`src/rtl/noc_pkg.sv`:
```
// Shared NoC tree definitions: packet layout, port index, merge FSM states,
// plus the address constants used by the 1-to-2 decoder.
package noc_pkg;

  localparam int PKT_W   = 9;
  localparam int ADDR_HI = 8;
  localparam int ADDR_LO = 5;
  localparam int ADDR_W  = ADDR_HI - ADDR_LO + 1;

  // Decoder steering: packets whose masked address nibble matches go to Out1
  localparam logic [ADDR_W-1:0] DEC_ADDR_MASK  = 4'h8;
  localparam logic [ADDR_W-1:0] DEC_ADDR_MATCH = 4'h8;

  typedef logic [PKT_W-1:0] pkt_t;
  typedef logic             port_idx_t;

  typedef enum logic {
    IDLE = 1'b0,
    HOLD = 1'b1
  } merge_state_t;

  function automatic logic [ADDR_W-1:0] pkt_addr(input pkt_t p);
    return p[ADDR_HI:ADDR_LO];
  endfunction

endpackage

```
`src/rtl/rr_arb2.sv`:
```
// Two-way round-robin pick: combinational winner plus the registered
// priority bit, which moves to the loser only when a packet is accepted.
module rr_arb2
  import noc_pkg::*;
#(
  parameter int RR_INIT = 0
) (
  input  logic      CLK,
  input  logic      _RESET,
  input  logic      req0,
  input  logic      req1,
  input  logic      advance,
  output port_idx_t winner
);

  logic prio;

  // A lone requester always wins; a tie goes to the priority holder
  always_comb begin
    winner = prio;
    if (req0 && !req1)
      winner = 1'b0;
    else if (req1 && !req0)
      winner = 1'b1;
  end

  always_ff @(posedge CLK or negedge _RESET) begin
    if (!_RESET)
      prio <= (RR_INIT != 0);
    else if (advance)
      prio <= ~winner;
  end

endmodule

```
`src/rtl/merge_arb2.sv`:
```
// Fair 2-to-1 packet merge for the NoC return path; emits a grant token
// per packet naming the winning input, ordered with the Out stream.
module merge_arb2
  import noc_pkg::*;
#(
  parameter int WIDTH      = PKT_W,
  parameter int RR_INIT    = 0,
  parameter bit EMIT_GRANT = 1'b1
) (
  input  logic             CLK,
  input  logic             _RESET,
  input  logic             In0_valid,
  output logic             In0_ready,
  input  logic [WIDTH-1:0] In0_data,
  input  logic             In1_valid,
  output logic             In1_ready,
  input  logic [WIDTH-1:0] In1_data,
  output logic             Out_valid,
  input  logic             Out_ready,
  output logic [WIDTH-1:0] Out_data,
  output logic             G_valid,
  input  logic             G_ready,
  output logic             G_data
);

  merge_state_t state;
  port_idx_t    winner;
  logic         out_done, g_done;
  logic         accept, out_fire, g_fire, out_ok, g_ok;

  assign accept    = _RESET && (state == IDLE) && (In0_valid || In1_valid);
  assign In0_ready = accept && (winner == 1'b0);
  assign In1_ready = accept && (winner == 1'b1);

  assign out_fire = Out_valid && Out_ready;
  assign g_fire   = G_valid && G_ready;
  assign out_ok   = out_done || out_fire;
  assign g_ok     = !EMIT_GRANT || g_done || g_fire;

  rr_arb2 #(
    .RR_INIT(RR_INIT)
  ) u_arb (
    .CLK    (CLK),
    ._RESET (_RESET),
    .req0   (In0_valid),
    .req1   (In1_valid),
    .advance(accept),
    .winner (winner)
  );

  // Out and G drain independently; the slot frees only once both are done
  always_ff @(posedge CLK or negedge _RESET) begin
    if (!_RESET) begin
      state     <= IDLE;
      Out_valid <= 1'b0;
      G_valid   <= 1'b0;
      Out_data  <= '0;
      G_data    <= 1'b0;
      out_done  <= 1'b0;
      g_done    <= 1'b0;
    end else begin
      case (state)
        IDLE: begin
          if (accept) begin
            Out_data  <= winner ? In1_data : In0_data;
            G_data    <= winner;
            Out_valid <= 1'b1;
            G_valid   <= EMIT_GRANT;
            state     <= HOLD;
          end
        end
        HOLD: begin
          if (out_fire) begin
            Out_valid <= 1'b0;
            out_done  <= 1'b1;
          end
          if (g_fire) begin
            G_valid <= 1'b0;
            g_done  <= 1'b1;
          end
          if (out_ok && g_ok) begin
            state    <= IDLE;
            out_done <= 1'b0;
            g_done   <= 1'b0;
          end
        end
        default: state <= IDLE;
      endcase
    end
  end

  // Upstream must hold a raised valid and its data until the handshake
  assert property (@(posedge CLK) disable iff (!_RESET)
    (In0_valid && !In0_ready) |=> (In0_valid && $stable(In0_data)));
  assert property (@(posedge CLK) disable iff (!_RESET)
    (In1_valid && !In1_ready) |=> (In1_valid && $stable(In1_data)));
  assert property (@(posedge CLK) disable iff (!_RESET)
    !(In0_ready && In1_ready));

endmodule

```
`config.mk`:
```
export PLATFORM = sky130hd
export DESIGN_NAME = merge_arb2
export DESIGN_NICKNAME = d
export VERILOG_FILES = /design/src/rtl/noc_pkg.sv /design/src/rtl/rr_arb2.sv /design/src/rtl/merge_arb2.sv
export SDC_FILE = /design/constraint.sdc
export NUM_CORES = 1
export LEC_CHECK = 0
export BUFFER_PORTS_ARGS = -buffer_cell sky130_fd_sc_hd__buf_2
export CAP_MARGIN = 20
export CORE_ASPECT_RATIO = 0.7
export CORE_MARGIN = 4
export CORE_UTILIZATION = 40
export CTS_BUF_LIST = sky130_fd_sc_hd__clkbuf_2 sky130_fd_sc_hd__clkbuf_4 sky130_fd_sc_hd__clkbuf_8
export CTS_CLUSTER_SIZE = 8
export DETAILED_ROUTE_END_ITERATION = 6
export PLACE_DENSITY = 0.7
export REMOVE_ABC_BUFFERS = 1
export SLEW_MARGIN = 10
export SYNTH_ARGS = -nofsm -noshare
export SYNTH_HDL_FRONTEND = slang
export SYNTH_SLANG_ARGS = --single-unit
```
`constraint.sdc`:
```
create_clock -name CLK -period 1.3 [get_ports CLK]
set_input_delay 0.065 -clock CLK [delete_from_list [all_inputs] [get_ports CLK]]
set_output_delay 0.065 -clock CLK [all_outputs]
set_load 0.1 [all_outputs]
```
==> results_dict.tcl, run 1 <==
set metrics [dict create \
    slowest_delay_ns 0.45 \
    min_path_cells 3 \
    rr_startpoint "state" \
    cts_root_buffer "clkbuf_4" \
    start_kind "flip-flop" \
    cp-end-kind "output pin" \
    tritoncts "built" \
    placedCellCount 146 \
    grt_pass1_vias 818 \
    cts_htree_levels 1 \
    grt_pass1_wl_microns 3712 \
    cts.reportedPaths.clkPinSlew_ns 0.08 \
    diodes 0 \
    grt_overflow_total 0 \
    setup_ws_ns -0.1152 \
    syn_area_sq_um 805.8 \
    reg2regPathDepth 4 \
    cp_data_arrival_time_ns 1.35 \
    io_pins 38 \
    yosys.area.top_type "dfrtp_1" \
    cap_violations 0 \
    drive_gt1_share_pct 50.72 \
    dp_slack_ns 0.05497 \
    hp-start "In0_data[4]" \
    antenna_found_initial 0 \
    rsz0062_at_grt "true" \
    critical_path.cell_chain "a21boi_2 -> nor2_2 -> nor2_2 -> buf_12" \
    violations "setup timing" \
    synth_top_area_share_pct 49.69 \
    period_minus_slack_ns 1.415 \
    core_sq_um 1887 \
    worst-path-max-fanout 4 \
    cts_sinks 16 \
    synth_seq_cells 16 \
    fill_cells 133 \
    synth.distinct_cells 19 \
    cp_common_cell "nor2_2" \
    dieArea_sq_um 2808 \
    gp_congestion 0.7589 \
    vias 834 \
    ys.warnings.count 0 \
    hp-class "input port to flip-flop" \
    hpwlAfterDp_microns 1584 \
    crit_required_ns 1.24 \
    stdcell_count 160 \
    clock_path_buffers 2 \
    path_class "flip-flop to output pin" \
    track_usage_pct 18.12 \
    timing.final.crit_share_pct 108.9 \
    die_x_microns 61.65 \
    relSlewSlack_pct 67.49 \
    clock_latency_ns 0.28 \
    hold_viol 0 \
    cts_buffers 3 \
    synthCells 84 \
    slew_viol_final 0 \
    routedWlPerCell_microns 14.71 \
    max_freq_mhz 706.6 \
    avgViaCountPerCell 5.213 \
    regToRegSetupSlack_ns 0 \
    r2r_end "G_data" \
    status "complete, but fails checks" \
    final_core_util_pct 67.37 \
    crit_slowest_cell "dfrtp_2" \
    core.rowCount 13 \
    synthToLayoutAreaGrowth_pct 57.76 \
    synth_area_per_cell_sq_um 9.593 \
    drc 0 \
    io_buffers 37 \
    ys_seq_area_share_pct 49.69 \
    finalSetupViolCount 2 \
    grt_max_degree 17 \
    ant_nets 0 \
    initial_core_util_pct 42.71 \
    clock_skew_ns 0.0006389 \
    wl_microns 2354 \
    tightest_slew_ns 0.4911 \
    min_to "Out_data[4]" \
    crit_family "flip-flops" \
    synthTopCellsByArea "dfrtp_1, a31oi_1, nand3b_1, a21oi_1, o21ai_0" \
    finalNetCount 164 \
    cp_num_buf_inv 1 \
    drt_pass1_iterations 4 \
    fp.dieH_microns 45.55 \
    first_iter_violations 32 \
]
## worst register-to-register path, cell delays in order, from the launching register on
cell     delay (ns)
dfrtp_1        0.39
nor2b_2        0.16
buf_4          0.14
and2_4         0.19
mux2_4         0.31
## metal layers
layer | global-route usage, % | routed length (microns) | vias up
li1 | - | - | 420
met1 | 23.25 | 978 | 378
met2 | 29.85 | 1154 | 32
met3 | 5.949 | 195 | 4
met4 | 3.814 | 25 | 0
met5 | 0 | 0 | -
## worst max path at each step
stage / cells after the start / from / to
finish: 4 / u_arb.prio / In0_ready
global placement: 5 / state / In1_ready
detailed placement: 5 / state / In1_ready
floorplan: 3 / state / In1_ready
global route: 4 / u_arb.prio / In0_ready
CTS: 5 / u_arb.prio / In1_ready
## kinds of logic (layout without fill, tap and decap cells)
family | Yosys count | after routing | share of synthesized area, %
flops | 16 | 16 | 49.69
mux | 1 | 1 | 1.863
compound gates | 38 | 38 | 27.18
buf+inv | 7 | 61 | 4.814
simple gates | 22 | 22 | 16.46
## synthesized netlist by cell type
master,number
nand3b_1,9
nor3_1,1
and2_4,1
a31oi_1,11
clkbuf_1,2
buf_6,1
dfrtp_1,16
buf_2,2
nor2_1,5
or2_1,1
a21boi_1,1
o21ai_0,10
mux2_4,1
nor2b_1,3
nand2_1,2
clkbuf_2,2
a21oi_1,13
a2bb2oi_1,2
a21bo_2,1
## cell type report
class	instances	area, sq um	area share, %
Sequential cell	16	401.6	31.59
Tap cell	22	27.53	2.165
Timing Repair Buffer	58	405.4	31.89
Multi-Input combinational cell	61	414.1	32.58
Clock buffer	3	22.52	1.772
## state kept, by name, summed over array words and instances, names as in the netlist
name	flops
Out_data	9
G_data	1
G_valid	1
Out_valid	1
g_done	1
out_done	1
state	1
u_arb.prio	1
## repair_timing
| item | 4_1_cts | 5_1_grt |
|---|---|---|
| hold buffers | 3 | 0 |
| setup buffers | 4 | 5 |
| endpoints found under the setup margin | 2 | 7 |
| gates cloned | 0 | 1 |
| endpoints found under the hold margin | 18 | 0 |
| resized for setup | 6 | 8 |
| pin swaps | 2 | 5 |
## metrics by stage
step / area, sq um / setup TNS (ns) / hold WS, ns
6_report: 1271 / -0.2171 / 0.04843
5_1_grt: 1271 / -0.3743 / 0.04185
4_1_cts: 1186 / -0.2402 / 0.04324
3_5_place_dp: 1085 / 0 / 0.04380
3_3_place_gp: 1085 / 0 / 0.04698
2_1_floorplan: 767.0 / -4.709 / -0.2306
## cell usage in the layout (no fill, tap or decap), types with 3 or more instances in the layout
cell,instances
clkbuf_4,3
buf_2,35
a21oi_1,13
dfrtp_1,15
nand3b_1,9
o21ai_0,10
buf_4,16
a31oi_1,10
dlygate4sd3_1,3
Power of run 1 is not shown: default switching activity piles up to over one toggle a cycle in this logic, so the estimate is an artifact.
==> run 2: changes to the inputs <==
ABC_AREA = 1   (was default)
PLACE_DENSITY = 0.71   (was 0.7)
SKIP_CTS_REPAIR_TIMING = 1   (was default)
==> results_dict.tcl, run 2 <==
set metrics [dict create \
    status "complete, but fails checks" \
    violations "setup timing" \
    clock_latency_ns 0.28 \
    synth_edf_count 0 \
    max_freq_mhz 708.6 \
    grt_pass1_vias 702 \
    synth-main-ff-cell "dfrtp_1" \
    yosysMostFrequentCell "nand3_1" \
    synth_seq_cells 16 \
    regToRegSetupSlack_ns 0.10 \
    initial_core_util_pct 41.97 \
    most-common-layout-cells "buf_2, nand3_1, nand2_1" \
    critical_path.cell_chain "inv_2 -> nand2_2 -> nor2_4 -> inv_2 -> nor2_4 -> buf_12" \
    rsz0062_at_grt "true" \
    layout.cells.most_common "buf_2" \
    io_buffers 37 \
    timing.final.crit_share_pct 108.6 \
    tightest_slew_ns 0.4934 \
    finalNetCount 168 \
    synth_top_area_share_pct 51.45 \
    core.rowCount 13 \
    cts.reportedPaths.clkPinSlew_ns 0.09 \
    slowest_delay_ns 0.41 \
    antenna_found_initial 0 \
    syn_area_sq_um 778.2 \
    gp_congestion 0.7734 \
    drive_gt1_share_pct 41.55 \
    routedWlPerCell_microns 11.80 \
    ant_nets 0 \
    cp-startpoint "state" \
    grt_pass1_wl_microns 3063 \
    hpwlAfterDp_microns 1502 \
    fill_cells 174 \
    yosys.area.top_type "dfrtp_1" \
    track_usage_pct 15.50 \
    start_kind "flip-flop" \
    period_minus_slack_ns 1.411 \
    synth_area_per_cell_sq_um 8.192 \
    avgViaCountPerCell 4.774 \
    io_pins 38 \
    drc 0 \
    die_x_microns 60.72 \
    rr_startpoint "state" \
    grt_overflow_total 0 \
    reg2regPathDepth 7 \
    diodes 0 \
    fp.dieH_microns 44.91 \
    slew_viol_final 0 \
    ys.warnings.count 0 \
    clock_path_buffers 2 \
    final_core_util_pct 60.12 \
    vias 783 \
    cts_htree_levels 1 \
    cap_violations 0 \
    cp-end-kind "output pin" \
    path_class "flip-flop to output pin" \
    clock_skew_ns 0.003518 \
    relSlewSlack_pct 67.34 \
    hp-class "input port to flip-flop" \
    dieArea_sq_um 2727 \
    wl_microns 1936 \
    first_iter_violations 7 \
    core_sq_um 1854 \
    r2r_end "Out_data[7]" \
    crit_required_ns 1.24 \
    regMostFlops "Out_data" \
    cts_sinks 16 \
    crit_slowest_cell "dfrtp_1" \
    min_path_cells 3 \
    ys_seq_area_share_pct 51.45 \
    grt_max_degree 17 \
    synthTopCellsByArea "dfrtp_1, nand3_1, nand2_1, buf_6, inv_1" \
    cts_root_buffer "clkbuf_4" \
    min_to "Out_data[6]" \
    synthCells 95 \
    cts_buffers 3 \
    synth.distinct_cells 13 \
    largest_register_ffs 9 \
    synthToLayoutAreaGrowth_pct 43.25 \
    worst-path-max-fanout 4 \
    cp_data_arrival_time_ns 1.35 \
    finalSetupViolCount 2 \
    setup_ws_ns -0.1113 \
    tritoncts "built" \
    synth_common_cells "nand3_1, nand2_1, dfrtp_1" \
    hp-start "In1_data[6]" \
    postSynth.asyncResetShare_pct 100.0 \
    hold_viol 0 \
    drt_pass1_iterations 3 \
]
## run 2: cell families (layout without fill, tap and decap cells)
kind of cell / Yosys count / after routing / synth area share [%]
AND/OR/NAND/NOR: 61 / 61 / 35.21
buffers and inverters: 13 / 60 / 9.647
flip-flops: 16 / 16 / 51.45
AO/OA/AOI/OAI: 5 / 5 / 3.697
## run 2: worst max-delay path by stage
stage | cells past startpoint | end | slack [ns]
after floorplan | 5 | In1_ready | -1.02
after global placement | 6 | In1_ready | 0.13
after detailed placement | 6 | In1_ready | 0.07
after CTS | 6 | In1_ready | -0.28
after global routing | 6 | In1_ready | -0.21
final | 6 | In1_ready | -0.11
## run 2: final cells by class
type	instances	area (sq um)	area share [%]
inverters	9	33.78	3.030
well taps	22	27.53	2.469
flip-flops and latches	16	400.4	35.91
clock buffers	3	22.52	2.020
repair buffers	48	305.3	27.38
multi-input cells	66	325.3	29.18
## run 2: metrics by stage
stage	hold WS [ns]	TNS (ns)	worst slack (ns)	instances	cell area [sq um]
after floorplan	-0.2306	-2.320	-1.022	91	737.0
after global placement	0.06021	0	0.1343	156	1025
after detailed placement	0.06515	0	0.06672	156	1025
after CTS	-0.2498	-0.4870	-0.2776	159	1047
after global routing	0.001330	-0.4113	-0.2105	164	1115
final	0.01074	-0.2166	-0.1113	164	1115
## run 2: routing by layer
layer  global-route usage, %  vias to the layer above  routed length (microns)
li1                        -                      399                        -
met1                   19.86                      356                      870
met2                   24.09                       28                      897
met3                   6.857                        0                      168
met4                   3.896                        0                        0
met5                       0                        -                        0
## run 2: worst max-delay path: cells and delay by family, from the launching register on
kind / cells / cell delay, ns
flip-flops: 1 / 0.41
buffers and inverters: 3 / 0.33
AND/OR/NAND/NOR: 3 / 0.32
Power of run 2 is left out for the same reason.
==> run 3: changes to the inputs <==
CORE_ASPECT_RATIO = default   (was 0.7)
CORE_UTILIZATION = 47   (was 40)
PLACE_DENSITY = default   (was 0.71)
PLACE_DENSITY_LB_ADDON = 0.05   (was default)
SYNTH_HIERARCHICAL = 1   (was default)
==> results_dict.tcl, run 3 <==
set metrics [dict create \
    status "complete, but fails checks" \
    violations "setup timing" \
    grt_overflow_total 0 \
    cp-end-kind "output pin" \
    power_frac_clock_pct 9.6 \
    cap_violations 0 \
    crit_slowest_cell "dfrtp_1" \
    cp_common_cell "nand2_1" \
    synth_area_per_cell_sq_um 6.840 \
    synthToLayoutAreaGrowth_pct 50.76 \
    wl_microns 2473 \
    synth_common_cells "nand2_1, dfrtp_1, inv_1" \
    cts_sinks 16 \
    initial_core_util_pct 52.06 \
    seq_power_share_pct 24.6 \
    most-common-layout-cells "nand2_1, buf_2, dfrtp_1" \
    diodes 0 \
    cp-startpoint "u_arb/prio" \
    syn_area_sq_um 820.8 \
    rsz0062_at_grt "true" \
    avgViaCountPerCell 4.937 \
    cp-endpoint "In1_ready" \
    tightest_slew_ns 0.5069 \
    period_minus_slack_ns 1.412 \
    grt_max_degree 17 \
    regToRegSetupSlack_ns -0.03 \
    synth_seq_cells 16 \
    worst-path-max-fanout 6 \
    drive_gt1_share_pct 38.15 \
    setup_ws_ns -0.1117 \
    dp_slack_ns -0.008219 \
    regMostFlops "Out_data" \
    critical_path.cell_chain "nand2_1 -> nand2_1 -> nand2_2 -> inv_4 -> nand3_4 -> inv_2 -> buf_12" \
    first_iter_violations 26 \
    dieArea_sq_um 2479 \
    vias 933 \
    hpwlAfterDp_microns 1598 \
    peakVddDrop_mv 2.368 \
    synth.distinct_cells 13 \
    yosysMostFrequentCell "nand2_1" \
    fill_cells 122 \
    ys_seq_area_share_pct 48.78 \
    final_cell_area_sq_um 1237 \
    layout.cells.most_common "nand2_1" \
    antenna_found_initial 0 \
    r2r_end "Out_data[3]" \
    cts_htree_levels 1 \
    track_usage_pct 17.65 \
    p_int_mw 1.354 \
    drt_pass1_iterations 4 \
    p_leak_nw 0.7628 \
    timing.final.crit_share_pct 108.6 \
    slew_viol_final 0 \
    swShare_pct 61.66 \
    core_sq_um 1577 \
    path_class "flip-flop to output pin" \
    drc 0 \
    fp.dieH_microns 49.79 \
    grt_pass1_wl_microns 3443 \
    clock_skew_ns 0.004696 \
    tritoncts "built" \
    cp_data_arrival_time_ns 1.35 \
    crit_required_ns 1.24 \
    synth-main-ff-cell "dfrtp_1" \
    yosys.area.top_type "dfrtp_1" \
    hold_viol 0 \
    synthCells 120 \
    postSynth.asyncResetShare_pct 100.0 \
    finalNetCount 198 \
    final_core_util_pct 78.49 \
    cts_buffers 3 \
    total_power_mw 3.530 \
    switching_power_mw 2.177 \
    relSlewSlack_pct 66.44 \
    ant_nets 0 \
    rr_startpoint "u_arb/prio" \
    setup_tns_ns -0.2537 \
    combPwrFrac_pct 65.8 \
    synth_edf_count 0 \
    die_x_microns 49.79 \
    clock_latency_ns 0.28 \
    grt_pass1_vias 829 \
    synthTopCellsByArea "dfrtp_1, nand2_1, inv_1, nand3_1, buf_6" \
    reg2regPathDepth 10 \
    slowest_delay_ns 0.38 \
    finalSetupViolCount 7 \
    clock_path_buffers 2 \
    max_freq_mhz 708.4 \
    pwr_density_cell_nw_per_um2 2853 \
    routedWlPerCell_microns 13.08 \
    cts_root_buffer "clkbuf_4" \
    dpl_cell_area_sq_um 1077 \
    synth_top_area_share_pct 48.78 \
    largest_register_ffs 9 \
    core.rowCount 14 \
    gp_congestion 0.7532 \
    hp-class "input port to flip-flop" \
    start_kind "flip-flop" \
    cts.reportedPaths.clkPinSlew_ns 0.10 \
    io_pins 38 \
    io_buffers 37 \
    ys.warnings.count 6 \
]
==> run 3: cell types whose count changed after synthesis, moves of 2 or more <==
cell     before  now
nand2_1      24   78
nand3_1      28    5
nor2_1        7    3
inv_1         7   10
o21ai_0       3    0
buf_6         3    1
==> run 3: how the worst min path moves through the flow <==
| stage | start | to | cells after the start |
|---|---|---|---|
| floorplan | _RESET | G_data | 0 |
| global placement | _RESET | Out_valid | 2 |
| detailed placement | _RESET | Out_data[1] | 2 |
| CTS | _RESET | Out_data[0] | 2 |
| global route | G_ready | G_valid | 4 |
| finish | G_ready | G_valid | 4 |
==> run 3: per-layer routing <==
layer	vias to the layer above	track usage [%]	part of all wire, %
li1	462	-	-
met1	420	20.23	37
met2	39	32.82	55
met3	12	3.012	4.9
met4	0	5.530	2.5
met5	-	0	0
==> run 3: critical path, delay by kind of cell, from the launching register on <==
kind	cells	cell delay [ns]
buf+inv	3	0.37
flops	1	0.38
simple gates	4	0.32
==> run 3: metrics by stage <==
stage | std cells | hold slack, ns
global placement | 176 | 0.05654
CTS | 180 | -0.2514
floorplan | 118 | -0.2306
global route | 189 | 0.04868
finish | 189 | 0.02970
detailed placement | 176 | 0.06025
==> run 3: cell type report <==
type                       count  area [sq um]  share of cell area (%)
multi-input combinational     90         394.1                   31.85
tap                           16         20.02                   1.618
sequential                    16         401.6                   32.46
timing repair buffer          51         334.1                   27.00
inverter                      12         51.30                   4.146
clock buffer                   4         36.28                   2.932
==> run 3: cell families after synthesis <==
logic type	after synthesis	share of synthesized area [%]
DFF	16	48.78
and+or+nand+nor	90	43.75
buffers and inverters	14	7.468
==> run 3: power by group through the flow <==
stage	registers, mW	logic (mW)	clock network, mW
6_report	0.869	2.32	0.337
5_1_grt	0.896	2.44	0.380
4_1_cts	0.853	2.17	0.339
3_5_place_dp	0.860	2.16	0
3_3_place_gp	0.849	2.13	0
2_1_floorplan	2.14	0.458	0
Note: power is estimated with default switching activity, not from simulation.
